$ cat config.mk
export PLATFORM = sky130hd
export DESIGN_NAME = alu_slice_sequencer
export DESIGN_NICKNAME = d
export VERILOG_FILES = /design/src/rtl/alu_seq_pkg.sv /design/src/rtl/alu_slice_sequencer_slice.sv /design/src/rtl/alu_slice_sequencer.sv
export SDC_FILE = /design/constraint.sdc
export NUM_CORES = 1
export LEC_CHECK = 0
export ABC_AREA = 1
export CORE_UTILIZATION = 45
export DETAILED_ROUTE_END_ITERATION = 16
export MAX_ROUTING_LAYER = met4
export PLACE_DENSITY = 0.8
export SYNTH_ARGS = -nofsm -noshare
export SYNTH_HDL_FRONTEND = slang
export SYNTH_HIERARCHICAL = 1
export SYNTH_SLANG_ARGS = --single-unit
$ cat constraint.sdc
create_clock -name clk -period 3.7 [get_ports clk]
set_clock_uncertainty 0.05 [all_clocks]
set_input_delay 0.37 -clock clk [delete_from_list [all_inputs] [get_ports clk]]
set_output_delay 0.37 -clock clk [all_outputs]
set_load 0.02 [all_outputs]
$ cat src/rtl/alu_seq_pkg.sv
// Shared constants for the multi-cycle slice sequencer.
// ALU_SEQ_ASR_EN: when defined, op 101 is arithmetic shift right.
package alu_seq_pkg;

  localparam logic [2:0] OP_ADD = 3'b000;
  localparam logic [2:0] OP_SHR = 3'b001;
  localparam logic [2:0] OP_POP = 3'b010;
  localparam logic [2:0] OP_CMP = 3'b011;
  localparam logic [2:0] OP_ASR = 3'b101;

  localparam logic [1:0] CMP_EQ = 2'b00;
  localparam logic [1:0] CMP_GT = 2'b01;
  localparam logic [1:0] CMP_LT = 2'b10;

  localparam logic [1:0] ST_IDLE = 2'd0;
  localparam logic [1:0] ST_RUN  = 2'd1;
  localparam logic [1:0] ST_DONE = 2'd2;

`ifdef ALU_SEQ_ASR_EN
  localparam logic ASR_EN = 1'b1;
`else
  localparam logic ASR_EN = 1'b0;
`endif

  function automatic logic op_ok(
    input logic [2:0] op
  );
    return (op == OP_ADD) ||
           (op == OP_SHR) ||
           (op == OP_POP) ||
           (op == OP_CMP) ||
           (ASR_EN && (op == OP_ASR));
  endfunction

endpackage

$ cat src/rtl/alu_slice_sequencer_slice.sv
// One S-bit ALU slice: add, shift-right,
// popcount and unsigned compare, purely combinational.
module alu_slice
  import alu_seq_pkg::*;
#(
  parameter int S = 4
) (
  input  logic [S-1:0] a,
  input  logic [S-1:0] b,
  input  logic [2:0]   op,
  input  logic         p_c,
  output logic [S-1:0] out,
  output logic         n_c,
  output logic [1:0]   cmp
);

  logic [S:0]   sum;
  logic [S-1:0] cnt;

  // per-slice arithmetic selected by op
  always_comb begin
    sum = {1'b0, a} + {1'b0, b} + {{S{1'b0}}, p_c};
    cnt = '0;
    for (int i = 0; i < S; i++) begin
      cnt = cnt + {{(S-1){1'b0}}, a[i]};
    end
    out = '0;
    n_c = 1'b0;
    cmp = CMP_EQ;
    unique case (1'b1)
      (op == OP_ADD): begin
        out = sum[S-1:0];
        n_c = sum[S];
      end
      (op == OP_SHR): begin
        out = {p_c, a[S-1:1]};
        n_c = a[0];
      end
      (op == OP_POP): begin
        out = cnt;
      end
      (op == OP_CMP): begin
        if (a > b)
          cmp = CMP_GT;
        else if (a < b)
          cmp = CMP_LT;
      end
      default: begin
        out = '0;
      end
    endcase
  end

endmodule

$ cat src/rtl/alu_slice_sequencer.sv
// Runs a W-bit op through one S-bit slice, one slice per cycle.
// ALU_SEQ_ASR_EN enables op 101 (arithmetic shift right).
module alu_slice_sequencer
  import alu_seq_pkg::*;
#(
  parameter int W = 16,
  parameter int S = 4
) (
  input  logic         clk,
  input  logic         rst_n,
  input  logic         in_valid,
  output logic         in_ready,
  input  logic [2:0]   in_op,
  input  logic [W-1:0] in_a,
  input  logic [W-1:0] in_b,
  input  logic         in_cin,
  output logic         out_valid,
  input  logic         out_ready,
  output logic [W-1:0] out_res,
  output logic         out_carry,
  output logic [1:0]   out_cmp,
  output logic         out_err
);

  localparam int N  = W / S;
  localparam int KW = (N > 1) ? $clog2(N) : 1;
  localparam logic [KW-1:0] K_LAST = KW'(N - 1);

  logic [1:0]    state;
  logic [KW-1:0] k;
  logic [2:0]    op_q;
  logic [W-1:0]  a_q;
  logic [W-1:0]  b_q;
  logic          cin_q;
  logic          cy_q;
  logic [W-1:0]  res_q;
  logic          carry_q;
  logic [1:0]    cmp_q;
  logic          err_q;

  logic          run;
  logic          is_add;
  logic          is_shift;
  logic          is_pop;
  logic          is_cmp;
  logic          msb_first;
  logic [KW-1:0] idx;
  int            base;
  logic          pc0;

  logic [S-1:0]  sl_a;
  logic [S-1:0]  sl_b;
  logic [2:0]    sl_op;
  logic          sl_pc;
  logic [S-1:0]  sl_out;
  logic          sl_nc;
  logic [1:0]    sl_cmp;

  assign run      = (state == ST_RUN);
  assign is_add   = (op_q == OP_ADD);
  assign is_shift = (op_q == OP_SHR) ||
                    (ASR_EN && (op_q == OP_ASR));
  assign is_pop   = (op_q == OP_POP);
  assign is_cmp   = (op_q == OP_CMP);

  assign msb_first = is_shift || is_cmp;

  // slice selection and slice input muxing
  always_comb begin
    idx   = msb_first ? (K_LAST - k) : k;
    base  = int'(idx) * S;
    pc0   = 1'b0;
    sl_a  = '0;
    sl_b  = '0;
    sl_op = '0;
    sl_pc = 1'b0;
    if (is_add)
      pc0 = cin_q;
    else if (ASR_EN && (op_q == OP_ASR))
      pc0 = a_q[W-1];
    if (run) begin
      sl_a  = a_q[base +: S];
      sl_b  = b_q[base +: S];
      sl_op = is_shift ? OP_SHR : op_q;
      sl_pc = (k == '0) ? pc0 : cy_q;
    end
  end

  alu_slice #(
    .S (S)
  ) u_slice (
    .a   (sl_a),
    .b   (sl_b),
    .op  (sl_op),
    .p_c (sl_pc),
    .out (sl_out),
    .n_c (sl_nc),
    .cmp (sl_cmp)
  );

  // request accept, slice stepping, result merge and handshake
  always_ff @(posedge clk) begin
    if (!rst_n) begin
      state   <= ST_IDLE;
      k       <= '0;
      op_q    <= '0;
      a_q     <= '0;
      b_q     <= '0;
      cin_q   <= 1'b0;
      cy_q    <= 1'b0;
      res_q   <= '0;
      carry_q <= 1'b0;
      cmp_q   <= CMP_EQ;
      err_q   <= 1'b0;
    end else begin
      unique case (1'b1)
        (state == ST_IDLE): begin
          if (in_valid) begin
            op_q    <= in_op;
            a_q     <= in_a;
            b_q     <= in_b;
            cin_q   <= in_cin;
            k       <= '0;
            cy_q    <= 1'b0;
            res_q   <= '0;
            carry_q <= 1'b0;
            cmp_q   <= CMP_EQ;
            if (op_ok(in_op)) begin
              err_q <= 1'b0;
              state <= ST_RUN;
            end else begin
              err_q <= 1'b1;
              state <= ST_DONE;
            end
          end
        end
        (state == ST_RUN): begin
          cy_q <= sl_nc;
          k    <= k + 1'b1;
          if (is_add || is_shift)
            res_q[base +: S] <= sl_out;
          else if (is_pop)
            res_q <= res_q +
                     {{(W-S){1'b0}}, sl_out};
          else if (is_cmp && (cmp_q == CMP_EQ))
            cmp_q <= sl_cmp;
          if (k == K_LAST) begin
            carry_q <= (is_add || is_shift) ?
                       sl_nc : 1'b0;
            state   <= ST_DONE;
          end
        end
        (state == ST_DONE): begin
          if (out_ready)
            state <= ST_IDLE;
        end
        default: begin
          state <= ST_IDLE;
        end
      endcase
    end
  end

  assign in_ready  = (state == ST_IDLE);
  assign out_valid = (state == ST_DONE);
  assign out_res   = res_q;
  assign out_carry = carry_q;
  assign out_cmp   = cmp_q;
  assign out_err   = err_q;

endmodule

# After elaboration in Yosys (flattened, before gate mapping)
# Index checks and enable logic that the tools add are counted.
# totals
register_bits	61
output_inout_bits	22
elab_cells	99
# op_classes
n_addsub	9
n_lt_le_gt_ge	2
n_eq_ne	19
shifts	4
mux	35
reduce_logical	19
# ops
cell	n
$mux 16	3
$neg 4->33	1
$shift 4x33->16 const A	1
$shiftx 4x33->16	1
$pmux 16 s2	1
$shiftx 16x5->4	2
$mux 2	12
$eq 3x2->1 const B	6
$add 16x4->16	1
$bwmux 16	1
$pmux 4 s3	1
$eq 3x1->1 const B	3
$logic_not 3->1	3
$reduce_and 3->1	3
$add 4x1->4	2
$mux 4	2
$pmux 2 s2	2
$mux 1	7
$logic_not 2->1	3
$mux 3	2
$ne 2x1->1 const B	3
$ne 2x2->1 const B	3
$pmux 1 s2	3
$pmux 2 s3	1
15 further kinds	21

# Logic depth before layout (Yosys ltp)
# logic_depth
word_depth	13
depth_mapped	28
depth_no_buf	28

# Modules after synthesis
# The synthesis kept the hierarchy.
# by_module_without_submodules
module	n_inst	cells_each	area_each_um2	seq_area_each_um2
alu_slice_sequencer	1	551	3463.3	1221.2
alu_slice	1	65	429.2	0.0

# Least setup slack after synthesis
# Ideal clock, no wire load.
# synth_path
kind	register to register
startpoint	register op_q[2]
endpoint	register res_q[12], in the netlist out_res[12]
t_arrival_ns	3.666
t_required_ns	3.518
path_slack_ns	-0.148
path_stages_with_launch	24
n_path_buf	1
synth_period_minus_slack_ns	3.848
path_cell_list	dfxtp_1 inv_2 nand2_1 nand2_1 nand2_2 nor2_1 buf_2 a22oi_1 a21oi_1 fa_1 ha_1 ha_1 nand2_1 nand3_1 inv_1 fa_1 inv_1 nand2_1 nand2_1 nand3_1 nand2_1 nand3_1 nand2_1 a21oi_1
# synth_between
elab_chain_cells	13
# synth_rtl
element	line	rtl
start, declared	alu_slice_sequencer.sv:31	logic [2:0] op_q;
start signal, assigned	alu_slice_sequencer.sv:119	op_q <= in_op;
$eq 3x1->1 or $eq 3x2->1 (tied branches)	alu_slice_sequencer.sv:61, alu_slice_sequencer.sv:64	
$logic_or 1x1->1 (*)	alu_slice_sequencer.sv:66	assign msb_first = is_shift || is_cmp;
$mux 2 (*)	alu_slice_sequencer.sv:70	idx = msb_first ? (K_LAST - k) : k;
$shiftx 16x5->4 (*)	alu_slice_sequencer.sv:82	sl_a = a_q[base +: S];
$mux 4 (*)	alu_slice_sequencer.sv:81	if (run) begin
via sl_a[1]	alu_slice_sequencer.sv:51	logic [S-1:0] sl_a;
$add 1x1->2	alu_slice_sequencer_slice.sv:25	cnt = cnt + {{(S-1){1'b0}}, a[i]};
$add 4x1->4 (2 in series)	alu_slice_sequencer_slice.sv:25	
$pmux 4 s3 (*)	alu_slice_sequencer_slice.sv:30	unique case (1'b1)
via sl_out[1]	alu_slice_sequencer.sv:55	logic [S-1:0] sl_out;
$add 16x4->16 or $shiftx 4x33->16 (tied branches)	alu_slice_sequencer.sv:143, alu_slice_sequencer.sv:141	
$mux 16 or $bwmux 16 (tied branches)	alu_slice_sequencer.sv:142, alu_slice_sequencer.sv:141	
$mux 16 (*)	alu_slice_sequencer.sv:140	if (is_add || is_shift)
$pmux 16 s2 (*)	alu_slice_sequencer.sv:116	unique case (1'b1)
end signal, assigned by index	alu_slice_sequencer.sv:141	res_q[base +: S] <= sl_out;
end signal, assigned	alu_slice_sequencer.sv:143	res_q <= res_q +
end, declared	alu_slice_sequencer.sv:36	logic [W-1:0] res_q;
# The timed path passes the listed nets; every way through them passes the cells marked *. The select of a mux whose other input is x is not followed.
# A chain may end at the register's enable or synchronous reset.

# Worst setup path after layout
# layout_path
startpoint	register op_q[0]
endpoint	register res_q[14], in the netlist out_res[14]
# layout_lines
element	line
$eq 3x1->1 or $eq 3x2->1 (tied branches)	alu_slice_sequencer.sv:61, alu_slice_sequencer.sv:64
$logic_or 1x1->1 (*)	alu_slice_sequencer.sv:66
$mux 2 (*)	alu_slice_sequencer.sv:70
$shiftx 16x5->4 (*)	alu_slice_sequencer.sv:82
$mux 4 (*)	alu_slice_sequencer.sv:81
via sl_a[3]	alu_slice_sequencer.sv:51
$add 4x1->4 (*)	alu_slice_sequencer_slice.sv:25
$pmux 4 s3 (*)	alu_slice_sequencer_slice.sv:30
via sl_out[1]	alu_slice_sequencer.sv:55
$add 16x4->16 or $shiftx 4x33->16 (tied branches)	alu_slice_sequencer.sv:143, alu_slice_sequencer.sv:141
$mux 16 or $bwmux 16 (tied branches)	alu_slice_sequencer.sv:142, alu_slice_sequencer.sv:141
$mux 16 (*)	alu_slice_sequencer.sv:140
$pmux 16 s2 (*)	alu_slice_sequencer.sv:116
# Marks and branches as above.

==> flow_summary.ini <==
[drt]
firstDrtPassIters = 6
drc_errors = 0
via_count = 4460
wire_per_inst_um = 14.44
wirelength_um = 11900
top_layer = met4
ant_nets = 0
vias_per_cell = 5.413
wl_met3_um = 738
drt-initial-drc-count = 401
wl_met2_um = 5926
wl_met1_um = 5062

[global_route]
grt_util_all_layers_pct = 26.96
grt_max_degree = 42
grt_pass1_wl_um = 18350
grt-ovfl-total = 0
antenna_found_initial = 0
grt_pass1_vias = 4070

[synth]
synthMuxAreaShare_pct = 0
synth_common_cells = nand2_1 (155), nor2_1 (108), dfxtp_1 (61), inv_1 (60), nand3_1 (49)
avgSynthCellArea_sq_um = 6.319
synth_edf_count = 0
synth_area_leaders = dfxtp_1 (31%), nand2_1 (15%), nor2_1 (10%)
yosysTopAreaCell = dfxtp_1
ys.flop_type = dfxtp_1
netlist_area_sq_um = 3892
synth_most_common_cell = nand2_1
synth.distinct_cells = 32
syn_nets = 675
synth_adder_area_share_pct = 6.879
ys_ff_latch = 61
seq_area_frac_synth_pct = 31.37
synth_compound_area_share_pct = 15.30
async_reset_ff_share_pct = 0
synth_top_area_share_pct = 31.37
synthXorXnorAreaFrac_pct = 0
ys_warn_count = 6
synth_top_family_by_area = simple AND/OR/NAND/NOR gates
synth_cells = 616
synth-simple-area-share_pct = 37.67

[timing]
worst_slew_pin_slew_ns = 0.8295
relSlewSlack_pct = 44.64
maxSlewViolCount = 0
holdWs_ns = 0.4132
setup_viol = 6
min_period_ns = 3.772
setup_tns_ns = -0.2833
setup_ws_ns = -0.07180
hold_viol_final = 0
period_share_pct = 101.9
rsz0062_at_grt = true
fmax_mhz = 265.1

[worst_setup_path]
reg2reg_depth = 24
start_kind = flop
path_depth = 24
ff2ff_setup_slack_ns = -0.07
slowest_delay_ns = 0.55
r2r-end = out_res[14]
cp_top_family = adder cells
cp.required_ns = 3.91
crit_fanout = 8
reg2reg_from = op_q[0]
crit_chain = inv_4 -> nor2_4 -> nand2_2 -> nand2_4 -> nor2_4 -> buf_12 -> a22oi_2 -> a21oi_2 -> fa_1 -> ha_4 -> ha_4 -> nand2_4 -> nand3_4 -> inv_4 -> fa_2 -> inv_2 -> nand2_2 -> nand2_4 -> nand2_2 -> nand2_1 -> nand2_1 -> nand2_1 -> nand2_1 -> a21oi_1
cp-startpoint = op_q[0]
critPathCaptureType = flop
endpoint = out_res[14]
critPathSlowestCell = fa_1
crit_arrival_ns = 3.99
crit_top_cell = nand2_1
criticalPathCategory = reg2reg
crit_buf_inv = 4

[floorplanning]
dieArea_sq_um = 9026
num_io_pins = 62
fp-row-count = 33
core_area_sq_um = 8299
die_h_um = 95.01
die_w_um = 95.01
start_util_pct = 46.90

[placement]
placed_area_sq_um = 4885
gp_congestion = 0.9411
portBuffers = 61
hpwl_um = 8185
pre_cts_ws_ns = -0.4289

[layout]
fin_util_pct = 66.17
nFillCells = 667
area_growth_pct = 41.08
antenna_cells = 0
final_layout_size_suffix_gt1_share_pct = 21.14
finalNetCount = 774
fin_area_sq_um = 5492

[power]
vdd_drop_max_mv = 0.2755
p_leak_nw = 2.330
power_density_nw_per_um2 = 360.7

[clock_network]
clockRootBuffer = clkbuf_8
clk_latency_ns = 0.34
cts.clk_slew.worst_paths_ns = 0.07
cts_tree = yes
cts_hold_buf = 0
cts_buffer_depth = 2
cts.sinks = 61
numCtsBuffers = 9
cts.htree.levels = 3

[flow_run]
drv_cap = 0

[status]
violations = negative setup slack
status = complete, but fails checks

[hold_path]
hp-class = reg2reg
how the worst min path moves through the flow:
| stage | from | to | slack (ns) | cells past startpoint |
|---|---|---|---|---|
| CTS | out_carry | out_carry | 0.41 | 2 |
| finish | out_carry | out_carry | 0.41 | 2 |
| global placement | cy_q | cy_q | 0.40 | 2 |
| global route | out_err | out_err | 0.45 | 2 |
| floorplan | cy_q | cy_q | 0.39 | 2 |
| detailed placement | out_carry | out_carry | 0.40 | 2 |
logic make-up after synthesis:
kind of cell | count (synthesis)
buffers and inverters | 90
adder cells (fa/ha/maj) | 19
flip-flops | 61
AND/OR/NAND/NOR | 339
AO/OA/AOI/OAI | 107
layout by cell type, fill, tap and decap left out, types with 4 or more instances in the layout:
cell               n
a22oi_2            6
clkbuf_8          10
inv_4              5
ha_4               5
nor2_4             4
inv_1             55
nand4_1            6
nand2_1          134
a21oi_1           32
nor3_2             4
a22oi_1           10
clkdlybuf4s50_1   61
inv_2              6
nor2_1           104
nand2_4           12
a21oi_2            7
dfxtp_1           57
nand2_2           16
nand3_2           11
nand3_1           38
o21ai_0           45
buf_4             47
ha_1              10
stage by stage:
stage	power, mW	instances
3_5_place_dp	1.250	802
5_1_grt	2.076	824
4_1_cts	1.919	821
2_1_floorplan	1.047	616
3_3_place_gp	1.235	802
6_report	1.981	824
worst register-to-register path: cells and delay by family (launching register included):
kind,cells,cell delay [ns]
buffers and inverters,4,0.33
AOI/OAI and AO/OA,3,0.46
and+or+nand+nor,13,1.07
adders and majority gates,4,1.39
DFF,1,0.40
registers in the layout (all words and copies together) (netlist names), 2 cells and up:
signal	count
a_q	16
b_q	16
k	2
op_q	3
out_cmp	2
out_res	16
state	2
report_power, final:
part | leakage, nW | internal [mW] | total (mW) | switching (mW)
Clock | 0.105 | 0.393 | 0.658 | 0.265
Combinational | 1.72 | 0.238 | 0.574 | 0.336
Sequential | 0.504 | 0.708 | 0.749 | 0.0407
layer usage:
metal	vias up	global-route usage [%]
met5	-	-
met4	0	7.955
met3	23	4.831
met2	200	45.32
met1	2052	32.78
li1	2185	-
layout make-up:
type                    instances  area, sq um  area share (%)
clock buffers                  11        141.4           2.575
clock inverters                 4        72.57           1.321
inverters                      69        279.0           5.081
multi-input cells             465         2650           48.26
flip-flops and latches         61         1234           22.47
well taps                     105        131.4           2.392
repair buffers                109        983.4           17.91
timing repair:
item | CTS | global route
pin swaps | 13 | 38
resized for setup | 30 | 60
endpoints found under the setup margin | 15 | 15
buffers inserted | 4 | 3
(Power assumes the default switching activity.)
